==> src/rtl/seg_scan_decoder.sv <==
// rtl/seg_scan_decoder.sv - scanned 7-segment observer recovering per-digit BCD codes; optional feature macro SEG_BLANK_EN
module seg_scan_decoder #(
  parameter int DIGITS     = 4,
  parameter int STABLE_CNT = 3
) (
  input  logic                clk,
  input  logic                rst_n,
  input  logic [DIGITS-1:0]   dig_sel,
  input  logic [6:0]          seg_in,
  input  logic                clr_err,
  input  logic                upd_ready,
  output logic [4*DIGITS-1:0] bcd_out,
  output logic [DIGITS-1:0]   digit_valid,
  output logic                upd_valid,
  output logic [2:0]          upd_idx,
  output logic [3:0]          upd_bcd,
  output logic                err,
  output logic                sel_err,
  output logic                ovf
);

  localparam logic [3:0] STABLE   = 4'(STABLE_CNT);
  localparam logic [3:0] CODE_ERR = 4'hE;

  typedef enum logic {UPD_IDLE, UPD_PEND} upd_state_t;

  logic [DIGITS-1:0] sel_q;
  logic [6:0]        seg_q;
  logic [6:0]        cand [DIGITS];
  logic [3:0]        cnt  [DIGITS];
  upd_state_t        upd_state, upd_state_nxt;

  logic       sel_multi, sample_ok;
  logic [2:0] cur_idx;
  logic [6:0] cur_cand;
  logic [3:0] cur_cnt, cur_bcd, cnt_nxt, code;
  logic       cur_valid, seg_match, commit, new_upd, load_upd, drop_upd;

  // Register the raw display drive once per cycle
  always_ff @(posedge clk or negedge rst_n) begin
    if (!rst_n) begin
      sel_q <= '0;
      seg_q <= '0;
    end else begin
      sel_q <= dig_sel;
      seg_q <= seg_in;
    end
  end

  // Qualify the sample and pull out the addressed digit's tracking state
  always_comb begin
    sel_multi = (sel_q & (sel_q - DIGITS'(1))) != '0;
    sample_ok = (sel_q != '0) && !sel_multi;
    cur_idx   = 3'd0;
    cur_cand  = 7'd0;
    cur_cnt   = 4'd0;
    cur_bcd   = 4'd0;
    cur_valid = 1'b0;
    for (int i = 0; i < DIGITS; i++) begin
      if (sel_q[i]) begin
        cur_idx   = 3'(i);
        cur_cand  = cand[i];
        cur_cnt   = cnt[i];
        cur_bcd   = bcd_out[4*i +: 4];
        cur_valid = digit_valid[i];
      end
    end
  end

  // Segment pattern to code lookup
  always_comb begin
    case (seg_q)
      7'b1111110: code = 4'd0;
      7'b0110000: code = 4'd1;
      7'b1101101: code = 4'd2;
      7'b1111001: code = 4'd3;
      7'b0110011: code = 4'd4;
      7'b1011011: code = 4'd5;
      7'b1011111: code = 4'd6;
      7'b1110000: code = 4'd7;
      7'b1111111: code = 4'd8;
      7'b1111011: code = 4'd9;
`ifdef SEG_BLANK_EN
      7'b0000000: code = 4'hF;
`else
      7'b0000000: code = CODE_ERR;
`endif
      default:    code = CODE_ERR;
    endcase
  end

  // Stability counter step; commit only on the sample that reaches the threshold
  always_comb begin
    seg_match = (seg_q == cur_cand);
    if (!seg_match)             cnt_nxt = 4'd1;
    else if (cur_cnt == STABLE) cnt_nxt = cur_cnt;
    else                        cnt_nxt = cur_cnt + 4'd1;
    commit  = sample_ok && (cnt_nxt == STABLE) && !(seg_match && (cur_cnt == STABLE));
    new_upd = commit && (!cur_valid || (cur_bcd != code));
  end

  // Per-digit candidate tracking and committed display value
  always_ff @(posedge clk or negedge rst_n) begin
    if (!rst_n) begin
      for (int i = 0; i < DIGITS; i++) begin
        cand[i] <= 7'd0;
        cnt[i]  <= 4'd0;
      end
      bcd_out     <= '1;
      digit_valid <= '0;
    end else begin
      for (int i = 0; i < DIGITS; i++) begin
        if (sample_ok && sel_q[i]) begin
          cand[i] <= seg_q;
          cnt[i]  <= cnt_nxt;
          if (commit) begin
            bcd_out[4*i +: 4] <= code;
            digit_valid[i]    <= 1'b1;
          end
        end
      end
    end
  end

  // Update port state register
  always_ff @(posedge clk or negedge rst_n) begin
    if (!rst_n) upd_state <= UPD_IDLE;
    else        upd_state <= upd_state_nxt;
  end

  // Update port next state: an accept frees the slot for a same-edge update
  always_comb begin
    upd_state_nxt = upd_state;
    load_upd      = 1'b0;
    drop_upd      = 1'b0;
    case (upd_state)
      UPD_IDLE: begin
        if (new_upd) begin
          load_upd      = 1'b1;
          upd_state_nxt = UPD_PEND;
        end
      end
      UPD_PEND: begin
        if (upd_ready) begin
          if (new_upd) load_upd      = 1'b1;
          else         upd_state_nxt = UPD_IDLE;
        end else if (new_upd) begin
          drop_upd = 1'b1;
        end
      end
      default: upd_state_nxt = UPD_IDLE;
    endcase
  end

  assign upd_valid = (upd_state == UPD_PEND);

  // Update payload, held stable while pending
  always_ff @(posedge clk or negedge rst_n) begin
    if (!rst_n) begin
      upd_idx <= 3'd0;
      upd_bcd <= 4'd0;
    end else if (load_upd) begin
      upd_idx <= cur_idx;
      upd_bcd <= code;
    end
  end

  // Sticky flags; a same-edge setting event beats clr_err
  always_ff @(posedge clk or negedge rst_n) begin
    if (!rst_n) begin
      err     <= 1'b0;
      sel_err <= 1'b0;
      ovf     <= 1'b0;
    end else begin
      err     <= (err & ~clr_err) | (commit && (code == CODE_ERR));
      sel_err <= (sel_err & ~clr_err) | sel_multi;
      ovf     <= (ovf & ~clr_err) | drop_upd;
    end
  end

endmodule
==> config.mk <==
export PLATFORM = sky130hd
export DESIGN_NAME = seg_scan_decoder
export DESIGN_NICKNAME = d
export VERILOG_FILES = /design/src/rtl/seg_scan_decoder.sv
export SDC_FILE = /design/constraint.sdc
export NUM_CORES = 1
export LEC_CHECK = 0
export ABC_AREA = 1
export CORE_MARGIN = 5
export CORE_UTILIZATION = 51
export CTS_CLUSTER_SIZE = 25
export DETAILED_ROUTE_END_ITERATION = 8
export GPL_TIMING_DRIVEN = 0
export PLACE_DENSITY = 0.76
export SETUP_SLACK_MARGIN = 0.15
export SKIP_CTS_REPAIR_TIMING = 1
export SLEW_MARGIN = 30
export SYNTH_ARGS = -nofsm -noshare
export SYNTH_HDL_FRONTEND = slang
export SYNTH_SLANG_ARGS = --single-unit
==> constraint.sdc <==
create_clock -name clk -period 2.46 [get_ports clk]
set_clock_uncertainty 0.15 [all_clocks]
set_input_delay 0.369 -clock clk [delete_from_list [all_inputs] [get_ports clk]]
set_output_delay 0.369 -clock clk [all_outputs]
set_load 0.05 [all_outputs]
== Word level (Yosys, flattened, before mapping) ==
Cells that the tools add are included.
W data, S select, Z words.

* Bitwise operators: 9
* Divide/modulo/power cells: 0
* Multiplexer cells: 29
* Add/subtract/negate cells: 2
* Shifts and indexed selects: 0
* Multipliers: 0
* Equality and inequality tests: 15
* Reduce and logical (&&, ||, !) cells: 20
* Order comparisons: 0

{| class="wikitable"
|+ Operators with widths
! operator !! count
|-
| $eq A7 B7 Y1 const B || 8
|-
| $mux W4 || 10
|-
| $pmux W4 S10 || 1
|-
| $mux W7 || 4
|-
| $eq A7 B6 Y1 const B || 2
|-
| $logic_and A1 B1 Y1 || 10
|-
| $mux W1 || 10
|-
| $eq A4 B2 Y1 const B || 2
|-
| $reduce_and A2 Y1 || 4
|-
| $reduce_bool A4 Y1 || 2
|-
| $eq A7 B7 Y1 || 1
|-
| $mux W3 || 2
|-
| $add A4 B1 Y4 const B || 1
|-
| $and A4 B4 Y4 || 1
|-
| $eq A4 B4 Y1 const B || 1
|-
| $ne A4 B4 Y1 || 1
|-
| $pmux W1 S2 || 2
|-
| $sub A4 B1 Y4 const B || 1
|-
| $and A1 B1 Y1 || 3
|-
| $logic_not A1 Y1 || 3
|-
| $or A1 B1 Y1 || 3
|-
| $not A1 Y1 || 2
|-
| $logic_or A1 B1 Y1 || 1
|}

* Bits in registers: 86
* Output and inout bits: 31
* Memory bits (read-only): 0
* Bits in writable memories: 0
* Input port bits: 15
* Memories kept: 0
* Latch bits: 0

== Depth between registers and ports, before layout ==
* Word-level depth: 15
* Depth in mapped cells: 19

== Worst setup path after synthesis ==
OpenSTA, ideal clock, no wires.

* Path kind: register to register
* Start: register sel_q[2]
* End: register upd_bcd[0]
* Required time: 2.191 ns
* Setup time: 0.119 ns
* Period minus slack after synthesis: 2.508 ns
* Cell stages (with the launch flop): 19
* Data arrival time: 2.238 ns
* Setup slack: -0.048 ns
* Cells stage by stage: dfrtp_1 > buf_4 > inv_2 > buf_4 > nor2_1 > nor2_1 > nand3_1 > nand2_1 > ha_1 > nand3_1 > nor2_2 > nand2_1 > nand2_1 > nand3_2 > nor2_4 > buf_12 > nand3_4 > nand2_1 > nand2_1

* Cells in the longest elaborated chain, start to end: 12
* Elaborated cells between the ends (all ways): 31

{| class="wikitable"
|+ RTL lines
! what !! line !! RTL
|-
| from (decl) || 27 || <nowiki>logic [DIGITS-1:0] sel_q;</nowiki>
|-
| from (signal assigned) || 45 || <nowiki>sel_q <= dig_sel;</nowiki>
|-
| $mux W4 (2 in series) || 60 || <nowiki>if (sel_q[i]) begin</nowiki>
|-
| $add A4 B1 Y4 or $eq A4 B2 Y1 (tied branches) || 97, 96, 98 ||
|-
| $mux W4 || 96 || <nowiki>else if (cur_cnt == STABLE) cnt_nxt = cur_cnt;</nowiki>
|-
| $mux W4 || 95 || <nowiki>if (!seg_match) cnt_nxt = 4'd1;</nowiki>
|-
| $eq A4 B2 Y1 || 98 || <nowiki>commit = sample_ok && (cnt_nxt == STABLE) && !(seg_match && (cur_cnt == STABLE));</nowiki>
|-
| $logic_and A1 B1 Y1 (2 in series) || 98 ||
|-
| $logic_and A1 B1 Y1 (*) || 99 || <nowiki>new_upd = commit && (!cur_valid || (cur_bcd != code));</nowiki>
|-
| $mux W1 (*) || 138, 145 ||
|-
| $mux W1 || 144 || <nowiki>if (upd_ready) begin</nowiki>
|-
| $pmux W1 S2 (*) || 136 || <nowiki>case (upd_state)</nowiki>
|-
| to (signal assigned) || 164 || <nowiki>upd_bcd <= code;</nowiki>
|-
| to (decl) || 16 || <nowiki>output logic [3:0] upd_bcd,</nowiki>
|}

Every way passes the cells marked *; elsewhere a longest branch is shown, timed or not.
A chain may end at the register's enable or synchronous reset.

== Worst setup path after layout ==
* Start: register sel_q[2]
* End: register upd_bcd[2]

The elaborated chain is that of the path after synthesis.

==> parameters.txt <==
Parameter                              Value

Outcome
  Status    complete, but fails checks
  Violations in the final reports    negative setup slack

Die
  Core region area    0.008175 mm^2
  Overall die area    0.01032 mm^2
  Width of the die    101.6 um
  Initial core utilization    52.33%
  Count of boundary I/O pins    46
  Std cell rows    33
  Height of the die    101.6 um

Pwr
  Leakage dissipation    0.002539 uW
  Ratio of total power to cell area    574.4 mW/mm^2
  Overall power of the completed layout    3133 uW
  Peak VDD IR    345.2 uV

Detailed routing
  Total wirelength of the detailed-routed design    11060 um
  Number of violations reported at the end of detailed-routing iteration 0    277
  Detailed Routing Iterations Pass 1    5
  Vias post-DR    3923
  WL/cell    15.27 um
  ANT nets after route    0
  Ratio of routed vias to standard cells    5.419
  Remaining routing DRC violations    0

Clock network
  TritonCTS clock tree    yes
  Max Buffers Root-to-Sink    2
  Number of H-tree levels    3
  Clock sinks    85
  Clock-pin slew on the worst setup and hold paths    0.09 ns
  Clock latency on the worst-skew pair    0.35 ns
  Clk root buf    sky130_fd_sc_hd__clkbuf_8
  CTS Buf Count    9

Finish
  Count of antenna diodes in the layout    0
  Count of nets after finishing    630
  Share of final-layout standard cells stronger than drive strength 1    20.36%
  Area added between synthesis and finish    27.49%
  Final Non-Filler Cells    724

Placed design
  Placed cell count    687
  Last weighted congestion value of the routability-driven placer    0.9167
  DP HPWL    7600 um
  IO Port Bufs    44

Worst setup path
  Reg2Reg Setup Slack    -0.17 ns
  R2R Path Start    sel_q[2]$_DFF_PN0_
  Endpoint type of the worst setup path    flop
  Arrival time of data at the critical path endpoint    2.72 ns
  Start point of the critical path    sel_q[2]$_DFF_PN0_
  Worst setup path class    reg2reg
  Worst EP required    2.54 ns
  Number of cells on the worst reg-to-reg path    16
  R2R Path End    upd_bcd[2]$_DFFE_PN0P_
  End point of the critical path    upd_bcd[2]$_DFFE_PN0P_
  Kind of launch point of the worst setup path    flop
  Critical Path Fanout Max    6

Synth
  Synth Area in Simple Gates    31.12%
  Synthesized Nets    553
  Commonest register cell after synthesis    sky130_fd_sc_hd__dfrtp_1
  Top cell types by occurrence after synthesis    190 x sky130_fd_sc_hd__nand2_1, 69 x sky130_fd_sc_hd__dfrtp_1, 57 x sky130_fd_sc_hd__o21ai_0
  Number of flops mapped to enable cells by yosys    0
  Fraction of the yosys area taken by sequential cells    50.19%
  Largest area contributor in the netlist    sky130_fd_sc_hd__dfrtp_1
  Post-synthesis average cell area    7.966 um^2
  Xor-xnor portion of the synthesized cell area    0.2047%
  Portion of netlist area occupied by mux cells    0%
  Instance count of the mapped netlist    537
  Synth warnings    0
  Summed instance area of the synthesized netlist    0.004278 mm^2
  Netlist cell types    36
  Post-synthesis sequential element count    85
  Fraction of the mapped netlist area in adder cells    0.2925%
  Top post-synthesis cells by area    sky130_fd_sc_hd__dfrtp_1 40%, sky130_fd_sc_hd__nand2_1 17%, sky130_fd_sc_hd__dfstp_2 9.8%, sky130_fd_sc_hd__o21ai_0 6.7%, sky130_fd_sc_hd__nand3_1 4.2%
  Share of the synthesized area in the top cell type    40.36%
  FFs w/ async S/R, synth    100.0%
  Synth Area in Compound Gates    11.14%
  Main combinational cell family by area after synthesis    simple AND/OR/NAND/NOR gates
  Cell with the most instances after synthesis    sky130_fd_sc_hd__nand2_1

GRT
  Pin count of the biggest net entering global routing    60
  Overall routing resource usage    21.53%
  Global-route wire length before repair    17450 um
  Initial antenna violation count    0
  GRT overflow    0
  Number of global-route vias before repair    3518

Timing
  Least setup slack across all paths after layout    -0.1741 ns
  Number of endpoints with negative hold slack in the final report    0
  Timing-limited maximum frequency    0.3796 GHz
  Count of final setup violators    26
  Setup TNS    -2.501 ns
  Final worst-path cycle share    107.1%
  Final min period    2.634 ns
  Slew at the pin closest to its max-slew limit    0.5152 ns
  Max-slew violations    0
  Slew HR    65.54%
  Unrepaired setup endpoints after global routing    yes

Hold path
  Tightest Hold Check Type    in2async

Run
  Reported max-cap violation count    0
critical path: stages, from the launching register on:
cell	delay (ns)
sky130_fd_sc_hd__dfrtp_1	0.40
sky130_fd_sc_hd__buf_12	0.16
sky130_fd_sc_hd__buf_4	0.15
sky130_fd_sc_hd__a21oi_1	0.14
sky130_fd_sc_hd__nand3_1	0.10
sky130_fd_sc_hd__nand2_2	0.14
sky130_fd_sc_hd__ha_4	0.17
sky130_fd_sc_hd__nand3_4	0.10
sky130_fd_sc_hd__nor2_4	0.13
sky130_fd_sc_hd__nand2_1	0.08
sky130_fd_sc_hd__nand2_2	0.11
sky130_fd_sc_hd__nand3_4	0.09
sky130_fd_sc_hd__nor2_4	0.19
sky130_fd_sc_hd__buf_12	0.16
sky130_fd_sc_hd__nand3_4	0.09
sky130_fd_sc_hd__nand2_1	0.09
sky130_fd_sc_hd__nand2_1	0.06
placed cells by master (no fill, tap or decap), types with 5 or more instances in the layout:
cell | synthesis | layout
sky130_fd_sc_hd__inv_1 | 48 | 47
sky130_fd_sc_hd__o21ai_2 | 7 | 11
sky130_fd_sc_hd__buf_4 | 3 | 19
sky130_fd_sc_hd__nand2_2 | 8 | 27
sky130_fd_sc_hd__nor2_4 | 3 | 5
sky130_fd_sc_hd__clkbuf_8 | 0 | 11
sky130_fd_sc_hd__nand4_1 | 12 | 12
sky130_fd_sc_hd__dfrtp_1 | 69 | 68
sky130_fd_sc_hd__o21ai_0 | 57 | 49
sky130_fd_sc_hd__nand2_1 | 190 | 171
sky130_fd_sc_hd__o21ai_1 | 4 | 8
sky130_fd_sc_hd__clkbuf_1 | 9 | 10
sky130_fd_sc_hd__nand3_1 | 36 | 34
sky130_fd_sc_hd__dfstp_2 | 16 | 16
sky130_fd_sc_hd__nor2_1 | 30 | 27
sky130_fd_sc_hd__clkdlybuf4s50_1 | 0 | 43
sky130_fd_sc_hd__a21oi_1 | 7 | 7
routing by layer:
metal | up-vias | part of all wire (%) | track usage [%]
li1 | 1890 | - | -
met1 | 1867 | 43 | 31.36
met2 | 154 | 49 | 33.55
met3 | 12 | 6.8 | 2.893
met4 | 0 | 1.2 | 6.646
met5 | - | 0 | 0
state kept, by name (all words and copies together), names as in the netlist:
register,cells
cand,28
bcd_out,16
cnt,16
seg_q,7
digit_valid,4
sel_q,4
upd_bcd,4
upd_idx,2
err,1
ovf,1
sel_err,1
upd_valid,1
power by group:
part,switching (uW),leakage (uW),internal (uW)
clock,479,0.0000959,526
sequential,69.1,0.00105,1520
combinational,337,0.00139,206
total,885,0.00254,2250
worst min-delay path by stage:
stage / from / to / slack [ns] / cells past startpoint
floorplan: rst_n / cand[0]$_DFFE_PN0P_ / -0.08 / 0
global placement: upd_bcd[1]$_DFFE_PN0P_ / upd_bcd[1]$_DFFE_PN0P_ / 0.31 / 2
detailed placement: rst_n / cand[11]$_DFFE_PN0P_ / 0.09 / 1
CTS: rst_n / cand[11]$_DFFE_PN0P_ / -0.29 / 1
global route: dig_sel[3] / sel_q[3]$_DFF_PN0_ / 0.29 / 1
finish: rst_n / cand[11]$_DFFE_PN0P_ / 0.29 / 2
cell families (layout without fill, tap and decap cells):
family                     count (synthesis)  count (layout)
DFF                                       85              85
adders and majority gates                  1               1
and+or+nand+nor                          296             297
buffers and inverters                     68             149
AOI/OAI and AO/OA                         85              85
other                                      1               1
xor gates and xnor gates                   1               1
through the flow:
| step | setup slack (ns) | utilization [%] | area [um^2] | hold slack (ns) |
|---|---|---|---|---|
| floorplan | 0.1113 | - | 4330 | -0.07659 |
| global placement | -2.039 | 59.96 | 4902 | 0.3075 |
| detailed placement | -0.2796 | 60.32 | 4931 | 0.09119 |
| CTS | -0.2941 | 62.81 | 5135 | -0.2938 |
| global route | -0.3047 | 66.71 | 5454 | 0.2865 |
| finish | -0.1741 | 66.71 | 5454 | 0.2885 |
area by class of cell:
type	instances	area [um^2]
fillers	672	2721
well taps	105	131.4
clock buffers	13	158.9
clock inverters	3	45.04
repair buffers	65	643.1
plain buffers	18	137.6
flip-flops and latches	85	2148
multi-input cells	385	1987
inverters	50	202.7
No activity file was read; power rests on OpenSTA's default activity.
